`src/rtl/alu_pkg.sv`:
```
// Shared widths, instruction field positions and ALU opcodes for alu_decode.
// Purely declarative: no latency, no flow control.
package alu_pkg;

  localparam int DATA_W  = 16;
  localparam int INSTR_W = 16;
  localparam int REG_N   = 16;
  localparam int REG_AW  = 4;
  localparam int OP_W    = 3;

  localparam int OPC_MSB = 15;
  localparam int OPC_LSB = 12;
  localparam int RD_MSB  = 11;
  localparam int RD_LSB  = 8;
  localparam int RS1_MSB = 7;
  localparam int RS1_LSB = 4;
  localparam int RS2_MSB = 3;
  localparam int RS2_LSB = 0;

  typedef enum logic [OP_W-1:0] {
    OP_ADD  = 3'd0,
    OP_SUB  = 3'd1,
    OP_AND  = 3'd2,
    OP_OR   = 3'd3,
    OP_SHL  = 3'd4,
    OP_SHR  = 3'd5,
    OP_ASHR = 3'd6,
    OP_ROTL = 3'd7
  } alu_op_e;

  typedef enum logic {
    ST_EMPTY = 1'b0,
    ST_FULL  = 1'b1
  } dec_state_e;

  // Opcode MSB marks the reserved half of the opcode space.
  function automatic logic is_illegal(input logic [INSTR_W-1:0] instr);
    return instr[OPC_MSB];
  endfunction

  function automatic logic wb_hit(input logic              en,
                                  input logic [REG_AW-1:0] waddr,
                                  input logic [REG_AW-1:0] raddr);
    return en && (waddr != '0) && (waddr == raddr);
  endfunction

endpackage

```
`src/rtl/alu_decode_if.sv`:
```
// Instruction-in, writeback and decoded-operation-out bus of alu_decode.
// Valid/ready on both instruction and operation sides; writeback is a plain strobe.
interface alu_decode_if;
  import alu_pkg::*;

  logic                     in_valid;
  logic                     in_ready;
  logic [INSTR_W-1:0]       in_instr;
  logic                     wb_en;
  logic [REG_AW-1:0]        wb_addr;
  logic [DATA_W-1:0]        wb_data;
  logic                     out_valid;
  logic                     out_ready;
  logic signed [DATA_W-1:0] out_a;
  logic signed [DATA_W-1:0] out_b;
  logic [OP_W-1:0]          out_op;
  logic [REG_AW-1:0]        out_imm;
  logic [REG_AW-1:0]        out_rd;
  logic                     illegal;

  modport master (
    output in_valid, in_instr, wb_en, wb_addr, wb_data, out_ready,
    input  in_ready, out_valid, out_a, out_b, out_op, out_imm, out_rd, illegal
  );

  modport slave (
    input  in_valid, in_instr, wb_en, wb_addr, wb_data, out_ready,
    output in_ready, out_valid, out_a, out_b, out_op, out_imm, out_rd, illegal
  );

endinterface

```
`src/rtl/reg_file.sv`:
```
// 16x16 register file, two async read ports, one write port; R0 reads zero.
// Reads are combinational, writes land on the rising edge; no backpressure.
module reg_file
  import alu_pkg::*;
(
  input  logic              i_clk,
  input  logic              i_rst_n,
  input  logic              i_we,
  input  logic [REG_AW-1:0] i_waddr,
  input  logic [DATA_W-1:0] i_wdata,
  input  logic [REG_AW-1:0] i_raddr1,
  input  logic [REG_AW-1:0] i_raddr2,
  output logic [DATA_W-1:0] o_rdata1,
  output logic [DATA_W-1:0] o_rdata2
);

  logic [DATA_W-1:0] r_mem [REG_N];

  always_ff @(posedge i_clk or negedge i_rst_n) begin
    if (!i_rst_n) begin
      for (int i = 0; i < REG_N; i++) r_mem[i] <= '0;
    end else if (i_we && (i_waddr != '0)) begin
      r_mem[i_waddr] <= i_wdata;
    end
  end

  assign o_rdata1 = (i_raddr1 == '0) ? '0 : r_mem[i_raddr1];
  assign o_rdata2 = (i_raddr2 == '0) ? '0 : r_mem[i_raddr2];

endmodule

```
`src/rtl/alu_decode.sv`:
```
// Decode stage: single-entry register holding operands for the ALU; ALU_DECODE_FWD_EN adds writeback bypass.
// Latency 1 cycle accept->out_valid; in_ready = !out_valid || out_ready, illegal words are consumed.
module alu_decode
  import alu_pkg::*;
(
  input logic         clk,
  input logic         rst_n,
  alu_decode_if.slave bus
);

  dec_state_e        r_state;
  dec_state_e        w_state_nxt;
  logic              w_accept;
  logic              w_load;
  logic              w_xfer_out;
  logic              w_stall;
  logic [REG_AW-1:0] w_rs1;
  logic [REG_AW-1:0] w_rs2;
  logic [DATA_W-1:0] w_rd1;
  logic [DATA_W-1:0] w_rd2;
  logic [DATA_W-1:0] w_a_nxt;
  logic [DATA_W-1:0] w_b_nxt;

  logic              r_illegal;
  logic [DATA_W-1:0] r_a;
  logic [DATA_W-1:0] r_b;
  logic [OP_W-1:0]   r_op;
  logic [REG_AW-1:0] r_imm;
  logic [REG_AW-1:0] r_rd;

  assign w_rs1      = bus.in_instr[RS1_MSB:RS1_LSB];
  assign w_rs2      = bus.in_instr[RS2_MSB:RS2_LSB];
  assign bus.in_ready = (r_state == ST_EMPTY) || bus.out_ready;
  assign w_accept   = bus.in_valid && bus.in_ready;
  assign w_load     = w_accept && !is_illegal(bus.in_instr);
  assign w_xfer_out = (r_state == ST_FULL) && bus.out_ready;
  assign w_stall    = (r_state == ST_FULL) && !bus.out_ready;

  reg_file u_reg_file (
    .i_clk    (clk),
    .i_rst_n  (rst_n),
    .i_we     (bus.wb_en),
    .i_waddr  (bus.wb_addr),
    .i_wdata  (bus.wb_data),
    .i_raddr1 (w_rs1),
    .i_raddr2 (w_rs2),
    .o_rdata1 (w_rd1),
    .o_rdata2 (w_rd2)
  );

  always_ff @(posedge clk or negedge rst_n) begin
    if (!rst_n) r_state <= ST_EMPTY;
    else        r_state <= w_state_nxt;
  end

  always_comb begin
    w_state_nxt = r_state;
    case (r_state)
      ST_EMPTY: if (w_load) w_state_nxt = ST_FULL;
      ST_FULL:  if (w_xfer_out && !w_load) w_state_nxt = ST_EMPTY;
      default:  w_state_nxt = ST_EMPTY;
    endcase
  end

`ifdef ALU_DECODE_FWD_EN
  logic [REG_AW-1:0] r_rs1;
  logic [REG_AW-1:0] r_rs2;

  // Source indices are kept so a stalled operation can pick up late writebacks.
  always_ff @(posedge clk or negedge rst_n) begin
    if (!rst_n) begin
      r_rs1 <= '0;
      r_rs2 <= '0;
    end else if (w_load) begin
      r_rs1 <= w_rs1;
      r_rs2 <= w_rs2;
    end
  end

  always_comb begin
    w_a_nxt = r_a;
    w_b_nxt = r_b;
    if (w_load) begin
      w_a_nxt = wb_hit(bus.wb_en, bus.wb_addr, w_rs1) ? bus.wb_data : w_rd1;
      w_b_nxt = wb_hit(bus.wb_en, bus.wb_addr, w_rs2) ? bus.wb_data : w_rd2;
    end else if (w_stall) begin
      if (wb_hit(bus.wb_en, bus.wb_addr, r_rs1)) w_a_nxt = bus.wb_data;
      if (wb_hit(bus.wb_en, bus.wb_addr, r_rs2)) w_b_nxt = bus.wb_data;
    end
  end
`else
  // Async reads see the register file before this edge's write.
  always_comb begin
    w_a_nxt = r_a;
    w_b_nxt = r_b;
    if (w_load) begin
      w_a_nxt = w_rd1;
      w_b_nxt = w_rd2;
    end
  end
`endif

  always_ff @(posedge clk or negedge rst_n) begin
    if (!rst_n) begin
      r_a       <= '0;
      r_b       <= '0;
      r_op      <= '0;
      r_imm     <= '0;
      r_rd      <= '0;
      r_illegal <= 1'b0;
    end else begin
      r_a       <= w_a_nxt;
      r_b       <= w_b_nxt;
      r_illegal <= w_accept && is_illegal(bus.in_instr);
      if (w_load) begin
        r_op  <= bus.in_instr[OPC_MSB-1:OPC_LSB];
        r_imm <= bus.in_instr[RS2_MSB:RS2_LSB];
        r_rd  <= bus.in_instr[RD_MSB:RD_LSB];
      end
    end
  end

  assign bus.out_valid = (r_state == ST_FULL);
  assign bus.out_a     = r_a;
  assign bus.out_b     = r_b;
  assign bus.out_op    = r_op;
  assign bus.out_imm   = r_imm;
  assign bus.out_rd    = r_rd;
  assign bus.illegal   = r_illegal;

endmodule

```
`src/flat_wrapper.sv`:
```
// flat-port wrapper written by rule: the top's interface ports become plain ports
module alu_decode_flat import alu_pkg::*;
  (clk, rst_n, bus_in_valid, bus_in_instr, bus_wb_en, bus_wb_addr, bus_wb_data, bus_out_ready, bus_in_ready, bus_out_valid, bus_out_a, bus_out_b, bus_out_op, bus_out_imm, bus_out_rd, bus_illegal);
  alu_decode_if bus_i ();
  input logic clk;
  input logic rst_n;
  input wire logic [$bits(bus_i.in_valid)-1:0] bus_in_valid;
  input wire logic [$bits(bus_i.in_instr)-1:0] bus_in_instr;
  input wire logic [$bits(bus_i.wb_en)-1:0] bus_wb_en;
  input wire logic [$bits(bus_i.wb_addr)-1:0] bus_wb_addr;
  input wire logic [$bits(bus_i.wb_data)-1:0] bus_wb_data;
  input wire logic [$bits(bus_i.out_ready)-1:0] bus_out_ready;
  output wire logic [$bits(bus_i.in_ready)-1:0] bus_in_ready;
  output wire logic [$bits(bus_i.out_valid)-1:0] bus_out_valid;
  output wire logic [$bits(bus_i.out_a)-1:0] bus_out_a;
  output wire logic [$bits(bus_i.out_b)-1:0] bus_out_b;
  output wire logic [$bits(bus_i.out_op)-1:0] bus_out_op;
  output wire logic [$bits(bus_i.out_imm)-1:0] bus_out_imm;
  output wire logic [$bits(bus_i.out_rd)-1:0] bus_out_rd;
  output wire logic [$bits(bus_i.illegal)-1:0] bus_illegal;
  assign bus_i.in_valid = bus_in_valid;
  assign bus_i.in_instr = bus_in_instr;
  assign bus_i.wb_en = bus_wb_en;
  assign bus_i.wb_addr = bus_wb_addr;
  assign bus_i.wb_data = bus_wb_data;
  assign bus_i.out_ready = bus_out_ready;
  assign bus_in_ready = bus_i.in_ready;
  assign bus_out_valid = bus_i.out_valid;
  assign bus_out_a = bus_i.out_a;
  assign bus_out_b = bus_i.out_b;
  assign bus_out_op = bus_i.out_op;
  assign bus_out_imm = bus_i.out_imm;
  assign bus_out_rd = bus_i.out_rd;
  assign bus_illegal = bus_i.illegal;
  alu_decode u_core (.clk(clk), .rst_n(rst_n), .bus(bus_i));
endmodule
```
`config.mk`:
```
export PLATFORM = sky130hd
export DESIGN_NAME = alu_decode_flat
export DESIGN_NICKNAME = d
export VERILOG_FILES = /design/src/rtl/alu_pkg.sv /design/src/rtl/alu_decode_if.sv /design/src/rtl/reg_file.sv /design/src/rtl/alu_decode.sv /design/src/flat_wrapper.sv
export SDC_FILE = /design/constraint.sdc
export NUM_CORES = 1
export LEC_CHECK = 0
export CAP_MARGIN = 5
export CORE_MARGIN = 5
export CORE_UTILIZATION = 50
export CTS_BUF_LIST = sky130_fd_sc_hd__clkbuf_4
export CTS_CLUSTER_DIAMETER = 80
export DETAILED_ROUTE_END_ITERATION = 10
export DONT_BUFFER_PORTS = 1
export GPL_TIMING_DRIVEN = 0
export PLACE_DENSITY = 0.71
export SYNTH_ARGS = -nofsm -noshare
export SYNTH_HDL_FRONTEND = slang
export SYNTH_SLANG_ARGS = --single-unit
```
`constraint.sdc`:
```
create_clock -name clk -period 2.7 [get_ports clk]
set_input_delay 0.27 -clock clk [delete_from_list [all_inputs] [get_ports clk]]
set_output_delay 0.27 -clock clk [all_outputs]
set_load 0.005 [all_outputs]
```
==> summary.txt <==
Yosys
  – Mapped Cells: 961
  – Syn_area_per_cell: 15.6 um2
  – Synth unique cells: 24
  – Syn nets: 1002
  – Post-Syn Area: 15000 um2
  – Flops & latches, synth: 301
  – Cell accounting for the most synthesized area: dfrtp_1
  – Synth Warn #: 0
  – Synth area leaders: dfrtp_1, mux4_2, mux2_2
  – Register area share after synthesis: 0.502
  – Top cell type's share of synthesized area: 0.502

Floorplanning
  – Core footprint: 29600 um2
  – # IOs: 87
  – Chip height: 183 um
  – Die Width: 183 um
  – Row count: 63
  – Initial Util: 0.506
  – Die area: 33600 um2

Detailed routing
  – Post-route ant nets: 0
  – Vias: 9260
  – Final WL: 37800 um
  – DR WL/cell: 25.0 um
  – Via density: 6.12
  – DRC violations left: 0
  – DR pass1 iterations: 5
  – Drt initial violations: 518

Place
  – Post-Place Cells: 1351
  – RePlAce Congestion: 0.853
  – Placement Setup Slack: 0.463 ns
  – Post-DP HPWL: 25500 um
  – Port bufs: 0

CTS
  – Clk sinks: 301
  – Hold-fix buffers, CTS: 32
  – Post-cts resize count: 0
  – CTS max path bufs: 3
  – Num CTS Buffers: 81
  – Clock transition at path regs: 0.06 ns
  – CTS tree: done
  – Worst-skew pair later-pin latency: 0.69 ns
  – CTS root buf: clkbuf_4
  – H-tree level count: 3

Global routing
  – Gr ovfl total: 0
  – Vias in the first global route: 10100
  – Initial antenna violation count: 1
  – Largest net degree at the start of global routing: 302
  – Global-route wire length before repair: 59200 um
  – GRT Util Overall: 0.232

Timing
  – Worst slew pin tran: 1.05 ns
  – Crit share post-route: 0.815
  – TNS Setup: 0 ns
  – Tmin final: 2.20 ns
  – Setup Viol. Count Final: 0
  – PnR worst setup slack: 0.500 ns
  – Slew margin rel.: 0.301
  – Hold Slack: -0.712 ns
  – Max-slew violation count: 0
  – Max Clock Skew: 0.0294 ns
  – Maximum clock rate: 454 MHz
  – RSZ-0062 raised after global routing: no
  – Final Hold Violating Endpoints: 301

Cells and area
  – Final Non-Filler Cells: 1513
  – Final nets: 1117
  – Most common cell after layout, fill and taps aside: dfrtp_1
  – Fraction of layout cells with a size suffix above 1: 0.487
  – Fill count: 2419
  – Area Overhead vs Synth: 11.6%
  – Most frequent cells in the layout: dfrtp_1, mux2_2, mux4_2

Worst setup path
  – Worst reg-to-reg setup slack: 0.50 ns
  – CP startpoint kind: flip-flop
  – Worst setup EP type: flip-flop
  – Worst r2r src: u_core.bus.out_valid
  – CP Class: flip-flop to flip-flop
  – Crit Reg-Reg Endpoint: u_core.bus.out_b[15]
  – R2R depth: 6
  – Critical-path maximum fanout: 10
  – CP arrival: 2.82 ns
  – Worst Path Required: 3.32 ns

Power and ir drop
  – Pwr Density: 756 nW/um2
  – Power Total: 12700 uW
  – Leak pwr: 0.00725 uW
  – Peak supply drop: 0.394 mV

Run
  – Max cap viols: 0

Worst hold path
  – Hold Path Class: primary input to asynchronous set/reset pin

Outcome
  – Failing checks: negative hold slack
  – Outcome: finished, violations left
## sequential cells by signal, summed over array words and instances, names as in the netlist
name                     cells
u_core.bus.out_valid         1
u_core.bus.out_b            16
u_core.bus.illegal           1
u_core.u_reg_file.r_mem    256
u_core.bus.out_imm           4
u_core.bus.out_op            3
u_core.bus.out_rd            4
u_core.bus.out_a            16
## synthesized netlist by cell type (all sizes together)
| cell | n |
|---|---|
| mux4 | 128 |
| nand3b | 4 |
| and3b | 1 |
| clkbuf | 53 |
| dfrtp | 301 |
| nor2 | 9 |
| o221ai | 32 |
| nand3 | 1 |
| mux2 | 240 |
| or3 | 5 |
| and3 | 2 |
| nand2 | 68 |
| mux2i | 64 |
| nor3 | 2 |
| nor3b | 1 |
| buf | 46 |
| nand2b | 4 |
## layout make-up
type                    instances  area (um2)  area share
clock inverters                10        37.5     0.00224
repair buffers                 32         320      0.0191
diodes                          1        2.50    0.000149
clock buffers                 119         893      0.0533
flip-flops and latches        301        7530       0.450
plain buffers                  99         510      0.0305
well taps                     390         488      0.0291
multi-input cells             561        6970       0.416
## how the worst max path moves through the flow
stage                           end  slack [ns]                 start
5_1_grt        u_core.bus.out_b[15]        0.39  u_core.bus.out_valid
2_1_floorplan  u_core.bus.out_a[10]        1.09       bus_in_instr[4]
3_3_place_gp    u_core.bus.out_b[8]        0.49       bus_in_instr[1]
4_1_cts        u_core.bus.out_b[15]        0.55  u_core.bus.out_valid
3_5_place_dp    u_core.bus.out_b[5]        0.46       bus_in_instr[1]
6_report       u_core.bus.out_b[15]        0.50  u_core.bus.out_valid
## logic make-up after synthesis
kind of cell           Yosys count  synth area share
AO/OA/AOI/OAI                   32            0.0187
flip-flops                     301             0.502
AND/OR/NAND/NOR                 97            0.0307
buffers and inverters           99            0.0340
multiplexers                   432             0.415
## worst max-delay path, stage by stage (launching register included)
cell	delay [ns]
dfrtp_1	0.40
nand2b_2	0.15
nand3b_4	0.20
or3_1	0.39
clkbuf_1	0.19
o221ai_1	0.22
dlygate4sd3_1	0.57
## through the flow
| step | area [um2] | hold slack (ns) | utilization |
|---|---|---|---|
| 3_3_place_gp | 15500 | -0.0153 | 0.523 |
| 2_1_floorplan | 15000 | -0.0256 | - |
| 4_1_cts | 16700 | -0.765 | 0.565 |
| 3_5_place_dp | 15500 | -0.0125 | 0.523 |
| 6_report | 16800 | -0.712 | 0.565 |
| 5_1_grt | 16800 | -0.780 | 0.565 |
## power breakdown
| group | internal (uW) | leakage (uW) | switching (uW) |
|---|---|---|---|
| clock | 1990 | 0.000571 | 1840 |
| sequential | 5520 | 0.00374 | 793 |
| combinational | 1630 | 0.00293 | 911 |
| total | 9130 | 0.00725 | 3540 |
## layer usage
metal	vias up	part of all wire	track usage	wire [um]
met5	-	0	0	0
met4	0	0.024	0.0688	923
met3	76	0.093	0.0861	3500
met2	339	0.48	0.363	18200
met1	4908	0.40	0.306	15200
li1	3937	-	-	-
## repair_timing
action	4_1_cts	5_1_grt
setup endpoints to repair	0	0
setup buffers	0	0
endpoints found under the hold margin	414	301
(Power assumes the default switching activity.)
